## src/rtl/outr_uart_pkg.sv

```systemverilog
// Shared types and constants for the OUTR serial output stage.
package outr_uart_pkg;

    localparam int unsigned DATA_BITS      = 8;
    localparam int unsigned BYTES_PER_WORD = 2;
    localparam int unsigned BIT_IDX_W      = $clog2(DATA_BITS);
    localparam int unsigned BYTE_IDX_W     = $clog2(BYTES_PER_WORD);

    typedef enum logic [1:0] {
        ST_IDLE  = 2'd0,
        ST_START = 2'd1,
        ST_DATA  = 2'd2,
        ST_STOP  = 2'd3
    } uart_state_t;

endpackage

```

## src/rtl/outr_uart_tx_bit_timer.sv

```systemverilog
// Bit-time counter: wraps every CLKS_PER_BIT cycles, restartable on state entry.
module bit_timer #(
    parameter int unsigned CLKS_PER_BIT = 16
) (
    input  logic clk,
    input  logic reset,
    input  logic i_restart,
    output logic o_tick_c
);

    localparam int unsigned CNT_W = $clog2(CLKS_PER_BIT);

    logic [CNT_W-1:0] r_cnt;
    logic             w_term;

    assign w_term   = (r_cnt == CNT_W'(CLKS_PER_BIT - 1));
    // Terminal count depends on the counter only, so the FSM can use it freely.
    assign o_tick_c = w_term;

    // Count 0..CLKS_PER_BIT-1, back to 0 on terminal count or restart.
    always_ff @(posedge clk or posedge reset) begin
        if (reset) begin
            r_cnt <= '0;
        end else if (i_restart || w_term) begin
            r_cnt <= '0;
        end else begin
            r_cnt <= r_cnt + CNT_W'(1);
        end
    end

endmodule

```

## src/rtl/outr_uart_tx.sv

```systemverilog
// OUTR word to 8N1 UART, two bytes per word, low byte first, one-word holding buffer.
module outr_uart_tx
    import outr_uart_pkg::*;
#(
    parameter int unsigned Bits         = 16,
    parameter int unsigned CLKS_PER_BIT = 16
) (
    input  logic            clk,
    input  logic            reset,
    input  logic [Bits-1:0] outr_data,
    input  logic            outr_load,
    output logic            fgo,
    output logic            tx,
    output logic            busy,
    output logic            overrun
);

    uart_state_t           r_state;
    uart_state_t           w_next_state;
    logic [Bits-1:0]       r_buf;
    logic [Bits-1:0]       r_shift;
    logic [BIT_IDX_W-1:0]  r_bit;
    logic [BIT_IDX_W-1:0]  w_bit_next;
    logic [BYTE_IDX_W-1:0] r_byte;
    logic [BYTE_IDX_W-1:0] w_byte_next;
    logic                  w_xfer;
    logic                  w_tick;
    logic                  w_restart;
    logic                  w_tx_next;
    logic                  w_busy_next;
    logic                  r_fgo;
    logic                  r_tx;
    logic                  r_busy;
    logic                  r_overrun;

    // Timer is held at zero while idle and restarted on every state entry.
    assign w_restart = (r_state == ST_IDLE) || (w_next_state != r_state) || w_xfer;

    bit_timer #(
        .CLKS_PER_BIT(CLKS_PER_BIT)
    ) u_bit_timer (
        .clk      (clk),
        .reset    (reset),
        .i_restart(w_restart),
        .o_tick_c (w_tick)
    );

    // FSM state register.
    always_ff @(posedge clk or posedge reset) begin
        if (reset) begin
            r_state <= ST_IDLE;
        end else begin
            r_state <= w_next_state;
        end
    end

    // Next-state, bit/byte position and buffer-to-shifter transfer decision.
    always_comb begin
        w_next_state = r_state;
        w_bit_next   = r_bit;
        w_byte_next  = r_byte;
        w_xfer       = 1'b0;
        case (r_state)
            ST_IDLE: begin
                if (!r_fgo) begin
                    w_xfer       = 1'b1;
                    w_next_state = ST_START;
                    w_byte_next  = '0;
                    w_bit_next   = '0;
                end
            end
            ST_START: begin
                if (w_tick) begin
                    w_next_state = ST_DATA;
                    w_bit_next   = '0;
                end
            end
            ST_DATA: begin
                if (w_tick) begin
                    if (r_bit == BIT_IDX_W'(DATA_BITS - 1)) begin
                        w_next_state = ST_STOP;
                    end else begin
                        w_bit_next = r_bit + BIT_IDX_W'(1);
                    end
                end
            end
            ST_STOP: begin
                if (w_tick) begin
                    if (r_byte != BYTE_IDX_W'(BYTES_PER_WORD - 1)) begin
                        w_next_state = ST_START;
                        w_byte_next  = r_byte + BYTE_IDX_W'(1);
                        w_bit_next   = '0;
                    end else if (!r_fgo) begin
                        // Back-to-back word: no idle cycle between frames.
                        w_xfer       = 1'b1;
                        w_next_state = ST_START;
                        w_byte_next  = '0;
                        w_bit_next   = '0;
                    end else begin
                        w_next_state = ST_IDLE;
                    end
                end
            end
            default: w_next_state = ST_IDLE;
        endcase
    end

    // Line level and busy for the state being entered, registered below.
    always_comb begin
        w_busy_next = (w_next_state != ST_IDLE);
        w_tx_next   = 1'b1;
        case (w_next_state)
            ST_IDLE:  w_tx_next = 1'b1;
            ST_START: w_tx_next = 1'b0;
            ST_DATA:  w_tx_next = r_shift[{w_byte_next, w_bit_next}];
            ST_STOP:  w_tx_next = 1'b1;
            default:  w_tx_next = 1'b1;
        endcase
    end

    // Buffer, shifter, position counters, flags and registered outputs.
    always_ff @(posedge clk or posedge reset) begin
        if (reset) begin
            r_buf     <= '0;
            r_shift   <= '0;
            r_bit     <= '0;
            r_byte    <= '0;
            r_fgo     <= 1'b1;
            r_overrun <= 1'b0;
            r_tx      <= 1'b1;
            r_busy    <= 1'b0;
        end else begin
            r_bit  <= w_bit_next;
            r_byte <= w_byte_next;
            r_tx   <= w_tx_next;
            r_busy <= w_busy_next;
            if (w_xfer) begin
                r_shift <= r_buf;
                r_fgo   <= 1'b1;
            end
            // A load needs an empty buffer as seen before this edge.
            if (outr_load) begin
                if (r_fgo) begin
                    r_buf <= outr_data;
                    r_fgo <= 1'b0;
                end else begin
                    r_overrun <= 1'b1;
                end
            end
        end
    end

    assign fgo     = r_fgo;
    assign tx      = r_tx;
    assign busy    = r_busy;
    assign overrun = r_overrun;

endmodule

```

## config.mk

```make
export PLATFORM = sky130hd
export DESIGN_NAME = outr_uart_tx
export DESIGN_NICKNAME = d
export VERILOG_FILES = /design/src/rtl/outr_uart_pkg.sv /design/src/rtl/outr_uart_tx_bit_timer.sv /design/src/rtl/outr_uart_tx.sv
export SDC_FILE = /design/constraint.sdc
export NUM_CORES = 1
export LEC_CHECK = 0
export ABC_AREA = 1
export BUFFER_PORTS_ARGS = -buffer_cell sky130_fd_sc_hd__buf_2
export CAP_MARGIN = 5
export CORE_MARGIN = 1.5
export CORE_UTILIZATION = 55
export CTS_BUF_LIST = sky130_fd_sc_hd__clkbuf_2
export CTS_CLUSTER_SIZE = 10
export DETAILED_ROUTE_END_ITERATION = 7
export GPL_ROUTABILITY_DRIVEN = 0
export PLACE_DENSITY_LB_ADDON = 0.08
export SLEW_MARGIN = 40
export SYNTH_ARGS = -nofsm -noshare
export SYNTH_HDL_FRONTEND = slang
export SYNTH_SLANG_ARGS = --single-unit
```

## constraint.sdc

```tcl
create_clock -name clk -period 1.88 [get_ports clk]
set_clock_uncertainty 0.2 [all_clocks]
set_input_delay 0.094 -clock clk [delete_from_list [all_inputs] [get_ports clk]]
set_output_delay 0.094 -clock clk [all_outputs]
set_load 0.02 [all_outputs]
```

[Word level (Yosys, flattened, before mapping)]
Cells that the tools add are included.
Storage, ports and cells
  flip-flop bits (word level): 46
  input port bits: 19
Operators by class
  magnitude comparators: 1
  bitwise gates (word level): 1
  equal/unequal tests: 9
  reduce and logical (&&, ||, !) cells: 9
  multiplexer cells: 31
  add/sub/neg operators: 3
Operators with widths (count)
  $mux W3: 6
  $mux W1: 13
  $pmux W3 S4: 1
  $mux W2: 5
  $eq A2 B2 Y1 const B: 4
  $pmux W2 S4: 1
  $lt A4 B5 Y1 const B: 1
  $add A4 B1 Y4 const B: 1
  $bmux W1 S4: 1
  $eq A2 B1 Y1 const B: 2
  $eq A4 B4 Y1 const B: 1
  $logic_not A2 Y1: 2
  $mux W4: 1
  $pmux W1 S2: 2
  $reduce_and A2 Y1: 2
  $add A3 B1 Y3 const B: 1
  $eq A3 B3 Y1 const B: 1
  $logic_or A1 B1 Y1: 3
  $pmux W1 S3: 1
  $ne A2 B2 Y1: 1
  $reduce_bool A2 Y1: 1
  $reduce_or A2 Y1: 1
  $add A1 B1 Y1 const B: 1
  $not A1 Y1: 1

[Logic depth before layout (Yosys ltp)]
  depth after elaboration: 9
  mapped depth: 15
  mapped depth without buffers: 15

[Modules after synthesis]
A second synthesis with hierarchy kept.
Second synthesis, totals
  cells, all modules: 251
  area, all modules: 2369.8 um2
Modules (own cells, without submodules)
  outr_uart_tx: area each 2173.3 um2, sequential area each 1053.5 um2, times used 1, cells each 231
  bit_timer: area each 196.4 um2, sequential area each 100.1 um2, times used 1, cells each 20

[Worst setup path before layout]
No wires, ideal clock.
  path type: register -> register
  from: register r_bit[0]
  to: register r_tx (netlist: tx)
  clock period less this slack: 1994 ps
  arrival time: 1726 ps
  path buffers: 0
  setup time: 68 ps
  slack: -114 ps
  stages on the path, launching flop included: 15
  cells stage by stage: dfrtp_1 -> ha_1 -> nand2_1 -> inv_1 -> nor2_2 -> nand2_1 -> a21oi_2 -> nand2_4 -> nand3_1 -> nand3_1 -> nand3_1 -> nand3_1 -> nand2_1 -> nand2_1 -> a21oi_2
Between the ends
  cells in the longest elaborated chain, start to end: 7
  elaborated cells on any way between the ends: 20
  those cells by class: add/sub (1); eq/ne (4); mux (13); reduce/logical (2)
RTL lines
  start, declared: line outr_uart_tx.sv:22  | logic [BIT_IDX_W-1:0] r_bit;
  start signal, assigned: line outr_uart_tx.sv:133  | r_bit <= w_bit_next;
  $add A3 B1 Y3 (tied with other cells): line outr_uart_tx.sv:83  | w_bit_next = r_bit + BIT_IDX_W'(1);
  $mux W3 (tied with other cells): line outr_uart_tx.sv:80  | if (r_bit == BIT_IDX_W'(DATA_BITS - 1)) begin
  $mux W3 (tied with other cells): line outr_uart_tx.sv:79  | if (w_tick) begin
  $pmux W3 S4 / $pmux W2 S4 (equally long branches): line outr_uart_tx.sv:63  | case (r_state)
  $bmux W1 S4 (tied with other cells): line outr_uart_tx.sv:115  | ST_DATA: w_tx_next = r_shift[{w_byte_next, w_bit_next}];
  $mux W1 (not written as such) / $reduce_or A2 Y1 (equally long branches)
  $pmux W1 S3 *: line outr_uart_tx.sv:112  | case (w_next_state)
  net w_tx_next: line outr_uart_tx.sv:29  | logic w_tx_next;
  end signal, assigned: line outr_uart_tx.sv:135  | r_tx <= w_tx_next;
  end, declared: line outr_uart_tx.sv:32  | logic r_tx;
The timed path passes the listed nets; every way through them passes the cells marked *. The select of a mux whose other input is x is not followed.
A chain may end at the register's enable or synchronous reset.

[Worst setup path in the final report]
  from: register u_bit_timer.r_cnt[0]
  to: register r_tx (netlist: tx)
Between the ends
  cells in the longest elaborated chain, start to end: 6
  elaborated cells on any way between the ends: 19
  those cells by class: eq/ne (4); mux (13); reduce/logical (2)
RTL lines
  start, declared: line outr_uart_tx_bit_timer.sv:13  | logic [CNT_W-1:0] r_cnt;
  start signal, assigned: line outr_uart_tx_bit_timer.sv:27  | r_cnt <= r_cnt + CNT_W'(1);
  $eq A4 B4 Y1 *: line outr_uart_tx_bit_timer.sv:16  | assign w_term = (r_cnt == CNT_W'(CLKS_PER_BIT - 1));
  $mux W3 (tied with other cells): line outr_uart_tx.sv:88  | if (w_tick) begin
  $pmux W3 S4 (tied with other cells): line outr_uart_tx.sv:63
  $bmux W1 S4 (tied with other cells): line outr_uart_tx.sv:115
  $mux W1 (not written as such) / $reduce_or A2 Y1 (equally long branches)
  $pmux W1 S3 *: line outr_uart_tx.sv:112
  net w_tx_next: line outr_uart_tx.sv:29
Marked as above.

==> results.md <==
- Status: finished with violations
- Failing checks: setup timing
- Reg clk slew, reported paths: 0.24 ns
- Slew Viols, Final: 0
- Post-synth EDFFs: 0
- Multiplexer share of the synthesized area: 0.0673
- Count leader, synth: dfrtp_1
- Routed wire length: 5120 µm
- First-pass GRT wire length: approximately 8500 µm
- Main synth FF type: dfrtp_1
- Worst hold margin: about 0.18 ns
- Post-DRT Antenna Nets: 0
- Clk buf depth: 2
- Netlist cell types: 27
- Asr flop ratio synth: 1.00
- Internal power: 2.75 mW
- Critical path startpoint category: flop
- Clock Root Buffer: clkbuf_2
- Worst stage delay on the critical path: 0.45 ns
- Slew HR: 0.798
- Final min period: 2.11 ns
- Max-Cap Viols: 0
- Top area cells in the synthesized netlist: dfrtp_1 (47%), nand3_1 (7.9%), mux2_2 (6.7%)
- Vias in the first global route: between 1,500 and 2,000
- # clock sinks: 46
- PortBufs: 22
- Drt wl/cell: 13.1 µm
- TritonCTS clock tree: yes
- Warnings from Yosys: 0
- Synth Cell Area: 2340 µm²
- Number of iterations in the first detailed-routing pass: 4
- Sw Ratio: 0.412
- Die area: 4660 µm²
- Initial Util: 0.578
- Core area: 4060 µm²
- Worst ir drop on vdd: 0.000827 V
- Largest family of logic cells by synthesized area: simple AND/OR/NAND/NOR gates
- Worst Hold Class: in2reg
- Sequential share of the synthesized area: 0.492
- Total GRT Usage: 0.252
- Adder-cell share of the synthesized area: 0.0481
- Die Y: 68.3 µm
- Largest net degree at the start of global routing: 43
- CP dominant cell by count: nand3_1
- Highest-delay cell along the critical path: dfrtp_1
- Simple logic cell fraction of the synthesized area: 0.223
- Commonest cells in the netlist: dfrtp_1 (44), inv_1 (38), nand3_1 (37)
- Complex-gate fraction of the synthesized area: 0.0897
- Total Power: 4.69 mW
- RSZ-0062 raised after global routing: true
- Seq pwr share: 0.358
- P&R area growth vs syn: 36.5%
- Kind of critical path: reg2reg
- Synth Area in XOR/XNOR: 0.00747
- Slew @ Worst Pin: 0.301 ns
- Syn_nets: between 200 and 300
- Detail Placement HPWL: 3370 µm
- Layout fillers: 279
- Crit-path cells: ha_4 > nand3_4 > nor2_4 > nand2_2 > a21oi_4 > nand2_2 > nand3b_1 > nand3_1 > nand3_1 > nand3_1 > nand2_1 > nand2_1 > a21oi_2
- Die W: approximately 68 µm
- CP required: 2.08 ns
- Setup TNS: -0.552 ns
- Setup violators final: 5
- Reg2reg setup slack: -0.23 ns
- Htree depth: 2
- Comb power frac: 0.555
- Cells after Synth: 260
- Pwr dens: about 1500 nW/µm²
- Antenna violations before repair: 0
- CP max FO: 6
- Max Clk Rate: 473 MHz
- Vias: roughly 2,000
- GR Overflow Total: 0
- Clk pwr share: 0.087
- Cell Rows: 23
- Hold Fails Final Rpt: 0
- First DRT Iteration DRCs: 110
- Clock Latency Late Sink: around 0.44 ns
- Delay-heaviest family, CP: simple AND/OR/NAND/NOR gates
- Placed Cells: 356
- Worst path arrival time: between 2 and 2.5 ns
- Static Leak: 1.59 nW
- # nets final: 367
- Via-to-Cell Ratio: slightly above 5
- WP buf/inv: 0
- Non-filler instance count after layout: 390
- I/O pin total: 23
- Largest area contributor in the netlist: dfrtp_1
- Syn Area/Cell: 9.01 µm²
- NetSw: 1.93 mW
- Share of layout cells above drive strength 1: 0.371
- CTS Buf Count: 5
- # DRC: 0
- Crit. End Element: flop
- Final worst slack: -0.233 ns
- Area share of the largest cell type after synthesis: 0.470
- Period utilisation layout: 1.12
- Synth Register Bits: 46
- Final antenna diode count: 0
worst paths after layout:
| path | startpoint | end | cells after the start |
|---|---|---|---|
| worst max register to register | u_bit_timer.r_cnt[0]$_DFF_PP0_ | tx$_DFF_PP1_ | 13 |
| worst max-delay path | u_bit_timer.r_cnt[0]$_DFF_PP0_ | tx$_DFF_PP1_ | 13 |
| worst min register to register | overrun$_DFFE_PP0P_ | overrun$_DFFE_PP0P_ | 1 |
| max in group asynchronous | reset | tx$_DFF_PP1_ | 5 |
| min in group asynchronous | reset | r_buf[8]$_DFFE_PP0P_ | 4 |
| worst min-delay path | outr_load | fgo$_DFF_PP1_ | 3 |
power by group through the flow:
stage	sequential (mW)	clock, mW	combinational, mW
6_report	1.68	0.408	2.60
5_1_grt	1.72	0.452	2.93
4_1_cts	1.67	0.408	2.51
3_5_place_dp	1.67	0	2.39
3_3_place_gp	1.65	0	2.34
2_1_floorplan	1.66	0	1.54
kinds of logic (layout without fill, tap and decap cells):
group / Yosys count / count (layout)
buffers and inverters: 45 / 124
and+or+nand+nor: 106 / 107
DFF: 46 / 46
AOI/OAI and AO/OA: 38 / 38
xor gates and xnor gates: 2 / 2
muxes: 14 / 14
adders and majority gates: 9 / 9
cell usage in the layout, fill, tap and decap left out, types with 4 or more instances in the layout:
| cell type | synthesis | layout |
|---|---|---|
| nand3_2 | 2 | 4 |
| nand2_4 | 2 | 5 |
| clkbuf_2 | 0 | 5 |
| dlygate4sd3_1 | 0 | 19 |
| mux2_2 | 14 | 14 |
| nand2_1 | 32 | 25 |
| nand3_1 | 37 | 33 |
| o21ai_1 | 0 | 8 |
| nor2_2 | 1 | 4 |
| a21oi_1 | 19 | 17 |
| inv_1 | 38 | 34 |
| buf_4 | 0 | 32 |
| nand2_2 | 6 | 11 |
| inv_2 | 2 | 5 |
| dfrtp_1 | 44 | 43 |
| buf_2 | 1 | 22 |
| nor2_1 | 22 | 18 |
| ha_4 | 0 | 4 |
| ha_1 | 9 | 5 |
routing by layer:
layer | wire (µm) | share of wire | track usage | vias up
met4 | 79 | 0.015 | 0.0875 | 0
met5 | 0 | 0 | 0 | -
li1 | - | - | - | 1001
met2 | 2530 | 0.50 | 0.434 | 45
met1 | 2320 | 0.45 | 0.311 | 938
met3 | 178 | 0.035 | 0.0576 | 8
flip-flops by register name (all words and copies together) (netlist names), 2 cells and up:
register / cells
r_bit: 3
r_buf: 16
r_shift: 16
r_state: 2
u_bit_timer.r_cnt: 4
area by class of cell:
cell class                 count  area [µm²]  share of cell area
timing repair buffer          76         601               0.188
sequential                    46        1150               0.361
tap                           50        62.6              0.0196
inverter                      40         153              0.0477
clock inverter                 3        16.3             0.00509
multi-input combinational    170        1190               0.371
clock buffer                   5        25.0             0.00782
metrics by stage:
| stage | cell area (µm²) | setup slack [ns] | util |
|---|---|---|---|
| 2_1_floorplan | 2380 | -0.0289 | - |
| 3_3_place_gp | 2780 | -0.217 | 0.686 |
| 3_5_place_dp | 2780 | -0.259 | 0.686 |
| 4_1_cts | 3140 | -0.217 | 0.773 |
| 5_1_grt | 3200 | -0.364 | 0.788 |
| 6_report | 3200 | -0.233 | 0.788 |
what timing repair did:
action                                  in CTS  in global routing
pin swaps                                   13                  6
endpoints found under the hold margin       64                  0
hold buffers                                19                  0
resized for setup                           20                 18
buffers inserted                             4                  2
endpoints found under the setup margin       7                 24
cloned                                       1                  0
worst reg2reg max path: cells and delay by family, from the launching register on:
kind                     cells  cell delay [ns]
AND/OR/NAND/NOR             10             0.93
flip-flops                   1             0.45
AO/OA/AOI/OAI                2             0.31
adder cells (fa/ha/maj)      1             0.19
(Power assumes the default switching activity.)
